**src/rtl/async_transceiver.sv**
```systemverilog
// 8N1 UART transmitter and receiver sharing one clock, with independent TX and RX paths.
// Optional macro ASYNC_TRANSCEIVER_FRAME_ERR_EN adds the RxD_frame_error pulse output.
module async_transceiver #(
    parameter int ClkFrequency = 70_000_000,
    parameter int Baud         = 115200
) (
    input  logic       clk,
    input  logic       rst,
    output logic       TxD,
    input  logic       TxD_start,
    input  logic [7:0] TxD_data,
    output logic       TxD_busy,
    input  logic       RxD,
    output logic       RxD_data_ready,
    input  logic       RxD_clear,
    output logic [7:0] RxD_data
`ifdef ASYNC_TRANSCEIVER_FRAME_ERR_EN
    ,
    output logic       RxD_frame_error
`endif
);

    localparam int BIT_CYC = (ClkFrequency + Baud / 2) / Baud;
    localparam int HALF    = BIT_CYC / 2;
    localparam int CNT_W   = $clog2(BIT_CYC);

    generate
        if (ClkFrequency < 8 * Baud) begin : g_bad_rate
            $error("async_transceiver: ClkFrequency must be at least 8*Baud");
        end
    endgenerate

    // Transmitter: the whole frame {stop, data, start} shifts out LSB first; ones refill from the top
    logic [9:0]       tx_frame_q, tx_frame_d;
    logic             tx_busy_q, tx_busy_d;
    logic [3:0]       tx_bit_q, tx_bit_d;
    logic [CNT_W-1:0] tx_cnt_q, tx_cnt_d;

    always_comb begin
        tx_frame_d = tx_frame_q;
        tx_busy_d  = tx_busy_q;
        tx_bit_d   = tx_bit_q;
        tx_cnt_d   = tx_cnt_q;
        if (!tx_busy_q) begin
            if (TxD_start) begin
                tx_frame_d = {1'b1, TxD_data, 1'b0};
                tx_busy_d  = 1'b1;
                tx_bit_d   = 4'd0;
                tx_cnt_d   = '0;
            end
        end else if (tx_cnt_q == CNT_W'(BIT_CYC - 1)) begin
            tx_cnt_d   = '0;
            tx_frame_d = {1'b1, tx_frame_q[9:1]};
            if (tx_bit_q == 4'd9) tx_busy_d = 1'b0;
            else                  tx_bit_d  = tx_bit_q + 4'd1;
        end else begin
            tx_cnt_d = tx_cnt_q + CNT_W'(1);
        end
    end

    always_ff @(posedge clk) begin
        if (rst) begin
            tx_frame_q <= '1;
            tx_busy_q  <= 1'b0;
            tx_bit_q   <= 4'd0;
            tx_cnt_q   <= '0;
        end else begin
            tx_frame_q <= tx_frame_d;
            tx_busy_q  <= tx_busy_d;
            tx_bit_q   <= tx_bit_d;
            tx_cnt_q   <= tx_cnt_d;
        end
    end

    assign TxD      = tx_frame_q[0];
    assign TxD_busy = tx_busy_q;

    // Receiver
    typedef enum logic [1:0] {IDLE, START, DATA, STOP} rx_state_t;

    rx_state_t        rx_state_q, rx_state_d;
    logic [1:0]       rx_sync_q, rx_sync_d;
    logic             rx_prev_q, rx_prev_d;
    logic [CNT_W-1:0] rx_cnt_q, rx_cnt_d;
    logic [2:0]       rx_bit_q, rx_bit_d;
    logic [7:0]       rx_shift_q, rx_shift_d;
    logic             rx_err_wait_q, rx_err_wait_d;
    logic [7:0]       rx_data_q, rx_data_d;
    logic             rx_ready_q, rx_ready_d;
    logic             rxd_s;
    logic             rx_done;

    assign rxd_s = rx_sync_q[1];

    always_comb begin
        rx_state_d    = rx_state_q;
        rx_sync_d     = {rx_sync_q[0], RxD};
        rx_prev_d     = rxd_s;
        rx_cnt_d      = rx_cnt_q;
        rx_bit_d      = rx_bit_q;
        rx_shift_d    = rx_shift_q;
        rx_err_wait_d = rx_err_wait_q;
        rx_done       = 1'b0;
        case (rx_state_q)
            IDLE: begin
                rx_cnt_d = '0;
                if (rx_prev_q && !rxd_s) rx_state_d = START;
            end
            START: begin
                if (rx_cnt_q == CNT_W'(HALF - 1)) begin
                    rx_cnt_d = '0;
                    rx_bit_d = 3'd0;
                    rx_state_d = rxd_s ? IDLE : DATA;
                end else begin
                    rx_cnt_d = rx_cnt_q + CNT_W'(1);
                end
            end
            DATA: begin
                if (rx_cnt_q == CNT_W'(BIT_CYC - 1)) begin
                    rx_cnt_d   = '0;
                    rx_shift_d = {rxd_s, rx_shift_q[7:1]};
                    if (rx_bit_q == 3'd7) rx_state_d = STOP;
                    else                  rx_bit_d   = rx_bit_q + 3'd1;
                end else begin
                    rx_cnt_d = rx_cnt_q + CNT_W'(1);
                end
            end
            STOP: begin
                // After a framing error, hold here until the line is idle again
                if (rx_err_wait_q) begin
                    if (rxd_s) begin
                        rx_err_wait_d = 1'b0;
                        rx_state_d    = IDLE;
                    end
                end else if (rx_cnt_q == CNT_W'(BIT_CYC - 1)) begin
                    rx_cnt_d = '0;
                    if (rxd_s) begin
                        rx_done    = 1'b1;
                        rx_state_d = IDLE;
                    end else begin
                        rx_err_wait_d = 1'b1;
                    end
                end else begin
                    rx_cnt_d = rx_cnt_q + CNT_W'(1);
                end
            end
            default: rx_state_d = IDLE;
        endcase

        // A completing byte beats a simultaneous clear
        rx_data_d  = rx_data_q;
        rx_ready_d = rx_ready_q;
        if (RxD_clear) rx_ready_d = 1'b0;
        if (rx_done) begin
            rx_ready_d = 1'b1;
            rx_data_d  = rx_shift_q;
        end
    end

    always_ff @(posedge clk) begin
        if (rst) begin
            rx_state_q    <= IDLE;
            rx_sync_q     <= 2'b11;
            rx_prev_q     <= 1'b1;
            rx_cnt_q      <= '0;
            rx_bit_q      <= 3'd0;
            rx_shift_q    <= 8'h00;
            rx_err_wait_q <= 1'b0;
            rx_data_q     <= 8'h00;
            rx_ready_q    <= 1'b0;
        end else begin
            rx_state_q    <= rx_state_d;
            rx_sync_q     <= rx_sync_d;
            rx_prev_q     <= rx_prev_d;
            rx_cnt_q      <= rx_cnt_d;
            rx_bit_q      <= rx_bit_d;
            rx_shift_q    <= rx_shift_d;
            rx_err_wait_q <= rx_err_wait_d;
            rx_data_q     <= rx_data_d;
            rx_ready_q    <= rx_ready_d;
        end
    end

    assign RxD_data       = rx_data_q;
    assign RxD_data_ready = rx_ready_q;

`ifdef ASYNC_TRANSCEIVER_FRAME_ERR_EN
    logic frame_err_q, frame_err_d;

    // The error-wait flag rises exactly once per bad stop bit
    assign frame_err_d = rx_err_wait_d & ~rx_err_wait_q;

    always_ff @(posedge clk) begin
        if (rst) frame_err_q <= 1'b0;
        else     frame_err_q <= frame_err_d;
    end

    assign RxD_frame_error = frame_err_q;
`endif

endmodule

```
**config.mk**
```make
export PLATFORM = sky130hd
export DESIGN_NAME = async_transceiver
export DESIGN_NICKNAME = d
export VERILOG_FILES = /design/src/rtl/async_transceiver.sv
export SDC_FILE = /design/constraint.sdc
export NUM_CORES = 1
export LEC_CHECK = 0
export ABC_AREA = 1
export BUFFER_PORTS_ARGS = -buffer_cell sky130_fd_sc_hd__buf_2
export CORE_UTILIZATION = 45
export CTS_CLUSTER_SIZE = 16
export DETAILED_ROUTE_END_ITERATION = 10
export HOLD_SLACK_MARGIN = 0.05
export PLACE_DENSITY_LB_ADDON = 0.08
export SYNTH_ARGS = -nofsm -noshare
export SYNTH_HDL_FRONTEND = slang
export SYNTH_SLANG_ARGS = --single-unit
```
**constraint.sdc**
```tcl
create_clock -name clk -period 1.3 [get_ports clk]
set_input_delay 0.26 -clock clk [delete_from_list [all_inputs] [get_ports clk]]
set_output_delay 0.26 -clock clk [all_outputs]
set_load 0.01 [all_outputs]
```
### After elaboration in Yosys (flattened, before gate mapping)

Index checks and enable logic that the tools add are counted.

* mux-type cells: 40
* equality and inequality tests: 17
* add/sub/neg operators: 4
* reduce and logical (&&, ||, !) cells: 11

Operators with widths (count)
* $mux W10: 9
* $pmux W10 S4: 1
* $add A10 B1 Y10 const B: 2
* $eq A10 B10 Y1 const B: 2
* $mux W2: 8
* $mux W4: 4
* $ne A2 B2 Y1 const B: 7
* $mux W1: 13
* $eq A10 B9 Y1 const B: 1
* $mux W3: 3
* $pmux W2 S4: 1
* $pmux W3 S2: 1
* $reduce_bool A2 Y1: 3
* $reduce_and A5 Y1: 1
* $add A4 B1 Y4 const B: 1
* $eq A2 B2 Y1 const B: 2
* $eq A4 B4 Y1 const B: 1
* $reduce_and A2 Y1: 2
* $reduce_and A4 Y1: 1
* $add A3 B1 Y3 const B: 1
* $eq A3 B3 Y1 const B: 1
* $ne A3 B3 Y1 const B: 1
* $reduce_and A3 Y1: 1
* $eq A2 B1 Y1 const B: 1
* other kinds (4): 4

* flip-flop bits (word level): 61
* input port bits: 13
* output and inout bits: 11

### Depth between registers and ports, before layout

Gate-level depths: netlist (run 1).

* depth in word-level cells: 5
* mapped depth: 12
* mapped depth without buffers: 12

### Worst setup path after synthesis (run 1)

Ideal clock, no wire load.

* path kind: reg2reg
* start point: register rx_cnt_q[0]
* end point: register rx_shift_q[0]
* path buffers: 1
* setup slack: -0.133 ns
* arrival: 1.295 ns
* period minus slack after synthesis: 1.433 ns
* stages on the path, launching flop included: 10
* cell sequence: dfxtp_1 > ha_1 > nand2_2 > nor2_4 > nand3_4 > inv_4 > nand2_4 > buf_6 > nor2_1 > a211oi_2

* cells in the longest elaborated chain, start to end: 2

RTL lines
* start: declaration: RTL line 84 `logic [CNT_W-1:0] rx_cnt_q, rx_cnt_d;`
* start signal: assignment: RTL line 175 `rx_cnt_q <= rx_cnt_d;`
* $eq A10 B10 Y1: RTL line 119 `if (rx_cnt_q == CNT_W'(BIT_CYC - 1)) begin`
* $reduce_and A2 Y1 (no line)
* end signal: assignment: RTL line 177 `rx_shift_q <= rx_shift_d;`
* end: declaration: RTL line 86 `logic [7:0] rx_shift_q, rx_shift_d;`

No other way between the ends.
A chain may end at the register's enable or synchronous reset.

### Worst setup path in the final report (run 1)

* start point: register rx_cnt_q[0]
* end point: register rx_cnt_q[5]

* cells in the longest elaborated chain, start to end: 4
* elaborated cells between the ends (all ways): 7
* those cells by class: add/sub: 1; eq/ne: 2; mux: 4

RTL lines
* $add A10 B1 Y10 / $eq A10 B10 Y1 (equally long branches)
* $mux W10: RTL line 119, 135
* $mux W10: RTL line 130 `if (rx_err_wait_q) begin`
* $pmux W10 S4 (*): RTL line 104 `case (rx_state_q)`

Mark *: on every way between the ends. The rest lies on a longest branch, timed or not. The select of a mux whose other input is x is not followed.

==> flow_metrics.py, run 1 <==
metrics = {
    "status": {
        "status": "finished with violations",
        "violations": "setup timing",
    },
    "global_routing": {
        "grt_overflow": 0,
        "grt_pass1_wl_um": 11700,
        "track_usage_pct": 20.48,
        "antenna_found_initial": 0,
        "first_global_vias": 2672,
        "grt_max_degree": 18,
    },
    "yosys": {
        "synth_cell_types": 37,
        "synth_xor_area_share_pct": 2.028,
        "synth_top_cell_area_share_pct": 39.74,
        "ys.flop_type": "dfxtp_1",
        "synth_compound_area_share_pct": 17.05,
        "ys_seq_area_share_pct": 39.74,
        "ys_ff_latch": 60,
        "synth_top_family_by_area": "simple AND/OR/NAND/NOR gates",
        "synth-simple-area-share_pct": 29.84,
        "syn-cell-area_um2": 3023,
        "muxShareOfSynthArea_pct": 0,
        "synth_fa_ha_area_share_pct": 2.483,
        "synth_cells": 380,
        "yosys_warnings": 0,
        "synth_edf_count": 0,
        "yosys.area.top_type": "dfxtp_1",
        "synth.avg_cell_area_um2": 7.955,
        "async_reset_ff_share_pct": 0,
        "ys_top_cells_by_area": "dfxtp_1 40%, nand2_1 8.3%, nor2_1 4.8%",
        "syn_nets": 399,
    },
    "sta": {
        "relSlewSlack_pct": 74.33,
        "setup_slack_ns": -0.1703,
        "post-route-period-util_pct": 113.1,
        "hold_viol_final": 0,
        "fmaxAchievable_mhz": 680.1,
        "fin_crit_ns": 1.470,
        "setup_viol": 53,
        "tightest_slew_ns": 0.3844,
        "fin_worst_skew_ns": 0.007924,
        "slew_violations": 0,
        "grt_setup_unrepaired": "yes",
    },
    "floorplan": {
        "num_rows": 29,
        "start_util_pct": 47.07,
        "core-area_um2": 6422,
        "io_pins": 24,
        "fp.dieH_um": 83.96,
        "die_area_um2": 7049,
        "die_x_um": 83.96,
    },
    "worst_setup_path": {
        "r2r_cells": 8,
        "end_kind": "flip-flop",
        "crit_fanout": 7,
        "arrival_ns": 1.68,
        "cp_data_required_time_ns": 1.51,
        "critical_path_class": "flip-flop to flip-flop",
        "start_kind": "flip-flop",
    },
    "detailed_routing": {
        "wl_met2_um": 3144,
        "drc": 0,
        "drtPass1Iterations": 4,
        "wl_met1_um": 3388,
        "top_layer": "met4",
        "drtAntennaViolNets": 0,
        "routedWlPerCell_um": 12.34,
        "vias_per_cell": 4.965,
        "drt-total-wl_um": 6788,
        "num_vias": 2731,
        "wl_met3_um": 156,
        "drtIter0Drc": 87,
    },
    "place": {
        "gp_congestion": 0.8455,
        "hpwl_um": 4366,
        "preCtsSetupSlack_ns": -0.2045,
        "io_buffers": 23,
    },
    "finish": {
        "drive_above_1_share_pct": 46.09,
        "multi_input_area_um2": 1826,
        "nets": 487,
        "antenna-diode-count": 0,
        "fin_util_pct": 65.36,
        "syn_to_final_growth_pct": 38.87,
        "fillers": 574,
        "seq_area_um2": 1211,
    },
    "job": {
        "drv_cap": 0,
    },
    "clocking": {
        "clockBufferDepth": 2,
        "clk_pin_slew_ns": 0.07,
        "cts_sinks": 60,
        "cts_tree": "done",
        "h-tree-depth": 3,
        "cts_buffers": 9,
        "clkLatencyLatePin_ns": 0.33,
        "root_buffer": "clkbuf_8",
    },
    "hold_path": {
        "min_path_cells": 2,
        "hp-class": "input pin to flip-flop",
    },
    "power": {
        "power-per-cell-area_nw_per_um2": 1059,
        "ir_drop_uv": 638.0,
        "p_leak_nw": 1.748,
    },
}
per-stage QoR:
step                cell area, µm²  hold WS (ns)  total power (W)  instances  setup TNS [ns]
floorplan                     3078        0.3638         0.002367        380         -0.5294
global placement              3586        0.3957         0.002508        517          -3.065
detailed placement            3586        0.3952         0.002517        517          -5.029
CTS                           4014       0.09157         0.004466        541          -4.088
global route                  4198        0.1041         0.004646        550          -10.45
finish                        4198        0.1082         0.004444        550          -5.625
cell usage after synthesis (6+ instances only):
cell type  instances
inv_2              9
ha_1               6
nand4_1            8
a211oi_2           8
o211ai_2           8
nor2_1            39
nand2_1           67
nand3_1           18
dfxtp_1           60
inv_1             37
nand2_4            6
or2_2             11
nand2_2            8
a21oi_1           27
o21ai_0           21
layout by cell type, fill, tap and decap left out, types with 5 or more instances in the layout:
cell / synthesis / final
buf_4: 1 / 53
o211ai_2: 8 / 8
nand4_1: 8 / 8
o21ai_1: 0 / 6
nand2_1: 67 / 59
a211oi_2: 8 / 8
o21ai_0: 21 / 12
nand2_2: 8 / 15
dfxtp_2: 0 / 5
buf_6: 5 / 8
inv_1: 37 / 37
a21oi_1: 27 / 23
nand2_4: 6 / 5
nor2_4: 3 / 7
nand3_1: 18 / 11
xor2_1: 5 / 5
buf_2: 2 / 23
inv_2: 9 / 8
nand3_2: 3 / 8
a21oi_2: 2 / 6
or2_2: 11 / 11
nor2_1: 39 / 25
dfxtp_1: 60 / 54
nor2_2: 3 / 13
clkbuf_8: 0 / 10
timing repair:
item / CTS / global route
endpoints found under the hold margin: 0 / 0
endpoints found under the setup margin: 52 / 57
setup buffers: 6 / 9
gates resized for setup: 36 / 32
pin swaps: 9 / 16
hold buffers: 0 / 0
cloned: 2 / 0
flip-flops by register name, summed over array words and instances (netlist names), 2 cells and up, named ones only:
register / count
RxD_data: 8
tx_cnt_q: 10
rx_cnt_q: 10
rx_sync_q: 2
tx_bit_q: 4
rx_shift_q: 8
tx_frame_q: 9
rx_bit_q: 3
where the power goes:
group | switching [W] | internal (W)
logic | 0.000366 | 0.000280
clock network | 0.000717 | 0.00113
registers | 0.0000479 | 0.00190
area by class of cell:
cell class | instances | area share [%]
Sequential cell | 60 | 28.85
Clock buffer | 12 | 3.458
Multi-Input combinational cell | 263 | 43.49
Timing Repair Buffer | 87 | 15.80
Clock inverter | 4 | 1.729
Inverter | 47 | 4.382
Tap cell | 77 | 2.295
logic make-up (layout without fill, tap and decap cells):
family	count (synthesis)	in the layout
simple gates	175	177
compound gates	73	73
flops	60	60
buf+inv	59	150
xor+xnor	7	7
fa+ha+maj	6	6
path summary, 6_finish.rpt:
kind	slack, ns	start	to
worst min-delay path	0.11	RxD	rx_sync_q[0]
worst max-delay path	-0.17	rx_cnt_q[0]	rx_cnt_q[5]
worst min register to register	0.41	rx_sync_q[0]	rx_sync_q[1]
worst max register to register	-0.17	rx_cnt_q[0]	rx_cnt_q[5]
worst max-delay path, cell delays in order, from the launching register on:
cell and delay, ns:
dfxtp_2 0.37, ha_4 0.16, nand2_4 0.06, nor2_4 0.11, nand3_4 0.14, inv_6 0.12
o21ai_4 0.07, o21ai_4 0.26, nor2_1 0.07
per-layer routing:
| layer | global-route usage, % | vias to the layer above |
|---|---|---|
| met5 | 0 | - |
| met4 | 8.307 | 0 |
| met3 | 3.956 | 9 |
| met2 | 32.86 | 31 |
| met1 | 26.97 | 1270 |
| li1 | - | 1421 |
Note: power is estimated with default switching activity, not from simulation.
==> run 2, diff against run 1 <==
- GPL_TIMING_DRIVEN: unset -> 0
==> run 2 against run 1 <==
Effect of this change:
- the flow still finishes with violations (setup timing)
- sequential power is essentially flat
- via count fell by 3.6%
- final cell count shrank 4.5%
- core utilization decreased by 1.7 points
- register-to-register slack got worse by 0.04 ns
- count of clock-buffer cells in the layout rose by 1
- design area shrank 2.5%
- total power down 1.8%
- clock power is 5% lower
- critical path type unchanged
- critical endpoint is now tx_frame_q[7]
- largest power group unchanged
==> flow_metrics.py, run 2 (synthesized netlist as in run 1, its figures left out) <==
metrics = {
    "floorplan": {
        "fp.dieH_um": 83.96,
        "num_rows": 29,
        "die_area_um2": 7049,
        "core-area_um2": 6422,
        "start_util_pct": 47.07,
        "die_x_um": 83.96,
        "io_pins": 24,
    },
    "sta": {
        "post-route-period-util_pct": 116.4,
        "fin_crit_ns": 1.513,
        "grt_setup_unrepaired": "yes",
        "setup_slack_ns": -0.2132,
        "fin_worst_skew_ns": 0.01435,
        "relSlewSlack_pct": 47.74,
        "slew_violations": 0,
        "hold_viol_final": 0,
        "setup_viol": 52,
        "tightest_slew_ns": 0.7839,
        "fmaxAchievable_mhz": 660.8,
    },
    "worst_setup_path": {
        "crit_path_cell_trace": "ha_4 > nand4_1 > inv_2 > nand2_4 > nand2_4 > buf_12 > nand2_8 > buf_8 > nand2_4 > o211ai_2",
        "r2r_cells": 10,
        "crit_end": "tx_frame_q[7]",
        "rr_startpoint": "tx_cnt_q[1]",
        "worst_path_most_repeated_cell": "nand2_4",
        "start_kind": "flip-flop",
        "arrival_ns": 1.73,
        "startpoint": "tx_cnt_q[1]",
        "path_depth": 10,
        "crit_slowest_cell": "dfxtp_2",
        "crit_family": "simple AND/OR/NAND/NOR gates",
        "critical_path_class": "flip-flop to flip-flop",
        "rr_endpoint": "tx_frame_q[7]",
        "cp_data_required_time_ns": 1.52,
        "max_stage_delay_ns": 0.35,
        "crit_fanout": 5,
        "end_kind": "flip-flop",
        "reg2reg_slack_ns": -0.21,
        "path_buf_inv": 3,
    },
    "global_routing": {
        "first_global_vias": 2587,
        "grt_max_degree": 11,
        "antenna_found_initial": 0,
        "grt_overflow": 0,
        "grt_pass1_wl_um": 11870,
        "track_usage_pct": 20.97,
    },
    "finish": {
        "fillers": 538,
        "final_cell_mix": "50 x dfxtp_1, 50 x nand2_1, 33 x inv_1, 32 x nor2_1, 24 x buf_2",
        "reg_top3": "rx_cnt_q (10), tx_cnt_q (10), tx_frame_q (9)",
        "antenna-diode-count": 0,
        "drive_above_1_share_pct": 46.65,
        "nets": 462,
        "stdcell_count": 525,
        "syn_to_final_growth_pct": 35.35,
    },
    "clocking": {
        "cts_sinks": 60,
        "root_buffer": "clkbuf_8",
        "h-tree-depth": 3,
        "hold_buffers": 0,
        "clkLatencyLatePin_ns": 0.34,
        "cts_buffers": 9,
        "cts_tree": "done",
        "clockBufferDepth": 2,
        "clk_pin_slew_ns": 0.07,
    },
    "detailed_routing": {
        "drtPass1Iterations": 4,
        "drc": 0,
        "routedWlPerCell_um": 13.16,
        "vias_per_cell": 5.013,
        "num_vias": 2632,
        "drtAntennaViolNets": 0,
        "drtIter0Drc": 116,
        "drt-total-wl_um": 6907,
    },
    "status": {
        "status": "finished with violations",
        "violations": "setup timing",
    },
    "power": {
        "ir_drop_uv": 750.5,
        "power-per-cell-area_nw_per_um2": 1066,
        "p_leak_nw": 1.673,
        "total_power_w": 0.004363,
    },
    "place": {
        "dp.cells": 479,
        "io_buffers": 22,
        "gp_congestion": 0.7614,
        "hpwl_um": 4210,
        "preCtsSetupSlack_ns": -0.2686,
    },
    "hold_path": {
        "hp-class": "input pin to flip-flop",
    },
    "job": {
        "drv_cap": 0,
    },
}
run 2: cell count changes in the layout (fill, tap and decap cells not counted), sizes merged:
cell,change
bufinv,-1
clkinvlp,+1
clkbuf,+4
buf,-26
clkinv,-1
nand2,-2
run 2: stage by stage:
stage                     utilization (%)  instance area [µm²]  hold slack, ns  setup TNS (ns)
after floorplan                         -                 3078          0.3638         -0.5294
after global placement              51.14                 3284          0.3948          -7.696
after detailed placement            51.14                 3284          0.4097          -8.319
after CTS                           59.67                 3832         0.09973          -5.619
after global routing                63.71                 4091          0.1020          -12.30
final                               63.71                 4091          0.1068          -6.933
run 2: final cells by class:
type / instances / area (µm²) / area share (%)
buffer: 12 / 106.4 / 2.599
sequential: 60 / 1216 / 29.72
inverter: 47 / 188.9 / 4.618
clock buffer: 13 / 158.9 / 3.884
multi-input combinational: 261 / 1854 / 45.32
tap: 77 / 96.34 / 2.355
clock inverter: 3 / 45.04 / 1.101
timing repair buffer: 52 / 425.4 / 10.40
run 2: worst min path at each step:
stage | start | endpoint | slack [ns] | cells after the start
final | RxD | rx_sync_q[0] | 0.11 | 2
after global routing | RxD | rx_sync_q[0] | 0.10 | 2
after CTS | RxD | rx_sync_q[0] | 0.1 | 2
after detailed placement | rx_sync_q[0] | rx_sync_q[1] | 0.41 | 1
after global placement | rx_sync_q[0] | rx_sync_q[1] | 0.39 | 1
after floorplan | RxD | rx_sync_q[0] | 0.36 | 1
run 2: power by group:
group | total [W] | internal [W] | switching (W)
Sequential | 0.00195 | 0.00190 | 0.0000469
Clock | 0.00175 | 0.000992 | 0.000753
Combinational | 0.000668 | 0.000293 | 0.000375
run 2: per-layer routing:
layer | track usage, % | up-vias | wire length, µm
met5 | 0 | - | 0
met4 | 6.113 | 0 | 126
met3 | 5.242 | 9 | 134
met2 | 34.28 | 29 | 3306
met1 | 27.27 | 1226 | 3340
li1 | - | 1368 | -
run 2: timing repair:
| action | in CTS | in global routing |
|---|---|---|
| endpoints found under the setup margin | 54 | 56 |
| pin swaps | 18 | 15 |
| cloned | 2 | 0 |
| hold endpoints to repair | 0 | 0 |
| buffers inserted | 23 | 10 |
| gates resized for setup | 52 | 51 |
==> run 3, diff against run 2 <==
- CORE_MARGIN: unset -> 2
- HOLD_SLACK_MARGIN: 0.05 -> 0.15
==> run 3 against run 2 <==
Effect of this change:
- the flow still finishes with violations (setup timing)
- die area increased by 4.8%
- total power increased by 6.2%
- worst hold slack improved by 0.075 ns
- sequential share of layout area increased by 0.12 points
- combinational power decreased by 1%
- global-route usage decreased by 0.65 points
- sequential power about the same
- non-clock buffer count decreased by 4
- wire length increased by 1.8%
- critical path depth increased by 2
- clock skew decreased by 0.0083 ns
==> flow_metrics.py, run 3 (synthesized netlist as in run 1, its figures left out) <==
metrics = {
    "sta": {
        "hold_viol_final": 0,
        "relSlewSlack_pct": 48.38,
        "setup_slack_ns": -0.1741,
        "fin_worst_skew_ns": 0.006093,
        "setup_viol": 51,
        "tightest_slew_ns": 0.7742,
        "post-route-period-util_pct": 113.4,
        "fin_crit_ns": 1.474,
        "slew_violations": 0,
        "fmaxAchievable_mhz": 678.4,
        "grt_setup_unrepaired": "yes",
    },
    "finish": {
        "reg_top3": "rx_cnt_q (10), tx_cnt_q (10), tx_frame_q (9)",
        "drive_above_1_share_pct": 44.59,
        "stdcell_area_um2": 4063,
        "final_common_cell": "dfxtp_1",
        "syn_to_final_growth_pct": 34.40,
        "nets": 458,
        "antenna-diode-count": 0,
        "final_cell_mix": "51 x dfxtp_1, 50 x nand2_1, 34 x inv_1, 34 x nor2_1, 24 x buf_2",
        "stdcell_count": 521,
    },
    "clocking": {
        "clockBufferDepth": 2,
        "root_buffer": "clkbuf_8",
        "cts_tree": "done",
        "h-tree-depth": 3,
        "clkLatencyLatePin_ns": 0.35,
        "cts_sinks": 60,
        "clk_pin_slew_ns": 0.07,
        "cts_buffers": 9,
    },
    "worst_setup_path": {
        "max_stage_delay_ns": 0.36,
        "crit_path_cell_trace": "ha_4 > nand2_4 > nor2_4 > nand3_4 > nand2_2 > nand2_2 > inv_2 > nand2_4 > inv_4 > nand2_1 > nand2_1 > nor2_1",
        "critical_path_class": "flip-flop to flip-flop",
        "rr_endpoint": "rx_bit_q[1]",
        "r2r_cells": 12,
        "start_kind": "flip-flop",
        "reg2reg_slack_ns": -0.17,
        "crit_fanout": 5,
        "path_buf_inv": 2,
        "crit_family": "simple AND/OR/NAND/NOR gates",
        "end_kind": "flip-flop",
        "cp_data_required_time_ns": 1.51,
        "arrival_ns": 1.68,
        "crit_slowest_cell": "dfxtp_2",
        "rr_startpoint": "rx_cnt_q[1]",
    },
    "job": {
        "drv_cap": 0,
    },
    "floorplan": {
        "die_x_um": 85.96,
        "io_pins": 24,
        "die_area_um2": 7389,
        "core-area_um2": 6422,
        "fp.dieH_um": 85.96,
        "num_rows": 29,
        "start_util_pct": 47.07,
    },
    "status": {
        "status": "finished with violations",
        "violations": "setup timing",
    },
    "hold_path": {
        "hp-class": "input pin to flip-flop",
        "min_from": "TxD_data[7]",
        "min_path_cells": 3,
        "hold_end": "tx_frame_q[8]",
    },
    "place": {
        "hpwl_um": 4320,
        "preCtsSetupSlack_ns": -0.2741,
        "io_buffers": 22,
        "dpl_cell_area_um2": 3284,
        "gp_congestion": 0.7862,
        "dp.cells": 479,
    },
    "power": {
        "total_power_w": 0.004632,
        "power-per-cell-area_nw_per_um2": 1140,
        "ir_drop_uv": 680.7,
        "p_leak_nw": 1.678,
    },
    "global_routing": {
        "track_usage_pct": 20.32,
        "grt_max_degree": 11,
        "grt_overflow": 0,
        "grt_pass1_wl_um": 11860,
        "first_global_vias": 2539,
        "antenna_found_initial": 0,
    },
    "detailed_routing": {
        "vias_per_cell": 5.142,
        "drt-total-wl_um": 7032,
        "drtAntennaViolNets": 0,
        "routedWlPerCell_um": 13.50,
        "num_vias": 2679,
        "drtPass1Iterations": 4,
        "drc": 0,
        "drtIter0Drc": 82,
    },
}
## run 3: cell count changes in the layout (fill, tap and decap cells not counted), sizes merged
cell / before / now
buf: 61 / 56
bufinv: 1 / 3
clkbuf: 16 / 14
clkinv: 0 / 2
clkinvlp: 2 / 0
dlygate4sd3: 0 / 1
## run 3: worst max-delay path by stage
stage,end,from,slack [ns],cells after the start
final,rx_bit_q[1],rx_cnt_q[1],-0.17,12
after global placement,tx_frame_q[7],tx_cnt_q[1],-0.25,9
after floorplan,tx_frame_q[7],tx_cnt_q[1],-0.07,9
after global routing,rx_bit_q[2],rx_cnt_q[1],-0.29,12
after detailed placement,rx_cnt_q[8],rx_cnt_q[1],-0.27,8
after CTS,rx_cnt_q[8],rx_cnt_q[1],-0.16,8
## run 3: tightest hold or removal path, stage by stage
cell and delay (ns):
buf_2 0.07, nor2_1 0.04, o211ai_2 0.13
## run 3: repair_timing
item,4_1_cts,5_1_grt
setup endpoints to repair,53,56
endpoints found under the hold margin,1,0
pin swaps,12,7
resized for setup,57,42
buffers inserted,22,2
hold buffers,1,0
gates cloned,2,0
## run 3: cell type report
type / count / area [µm²]
clock inverters: 5 / 100.1
repair buffers: 48 / 369.1
multi-input cells: 261 / 1852
clock buffers: 11 / 131.4
well taps: 77 / 96.34
inverters: 47 / 188.9
plain buffers: 12 / 112.6
flip-flops and latches: 60 / 1212
fillers: 555 / 2360
## run 3: power breakdown
| part | internal (W) | switching (W) |
|---|---|---|
| clock | 0.00127 | 0.000755 |
| sequential | 0.00190 | 0.0000468 |
| combinational | 0.000281 | 0.000377 |
| total | 0.00345 | 0.00118 |
## run 3: layer usage
layer	up-vias	wire, µm	GRT usage [%]	part of all wire [%]
met5	-	0	0	0
met3	10	217	5.005	3.1
met1	1268	3323	27.29	47
li1	1359	-	-	-
met4	0	93	7.504	1.3
met2	42	3398	31.57	48
## run 3: through the flow
| stage | utilization, % | setup TNS (ns) | hold slack (ns) |
|---|---|---|---|
| 2_1_floorplan | - | -0.5294 | 0.3638 |
| 3_3_place_gp | 51.14 | -7.494 | 0.3936 |
| 3_5_place_dp | 51.14 | -8.409 | 0.3936 |
| 4_1_cts | 60.49 | -4.875 | 0.1791 |
| 5_1_grt | 63.26 | -9.802 | 0.1901 |
| 6_report | 63.26 | -5.045 | 0.1815 |
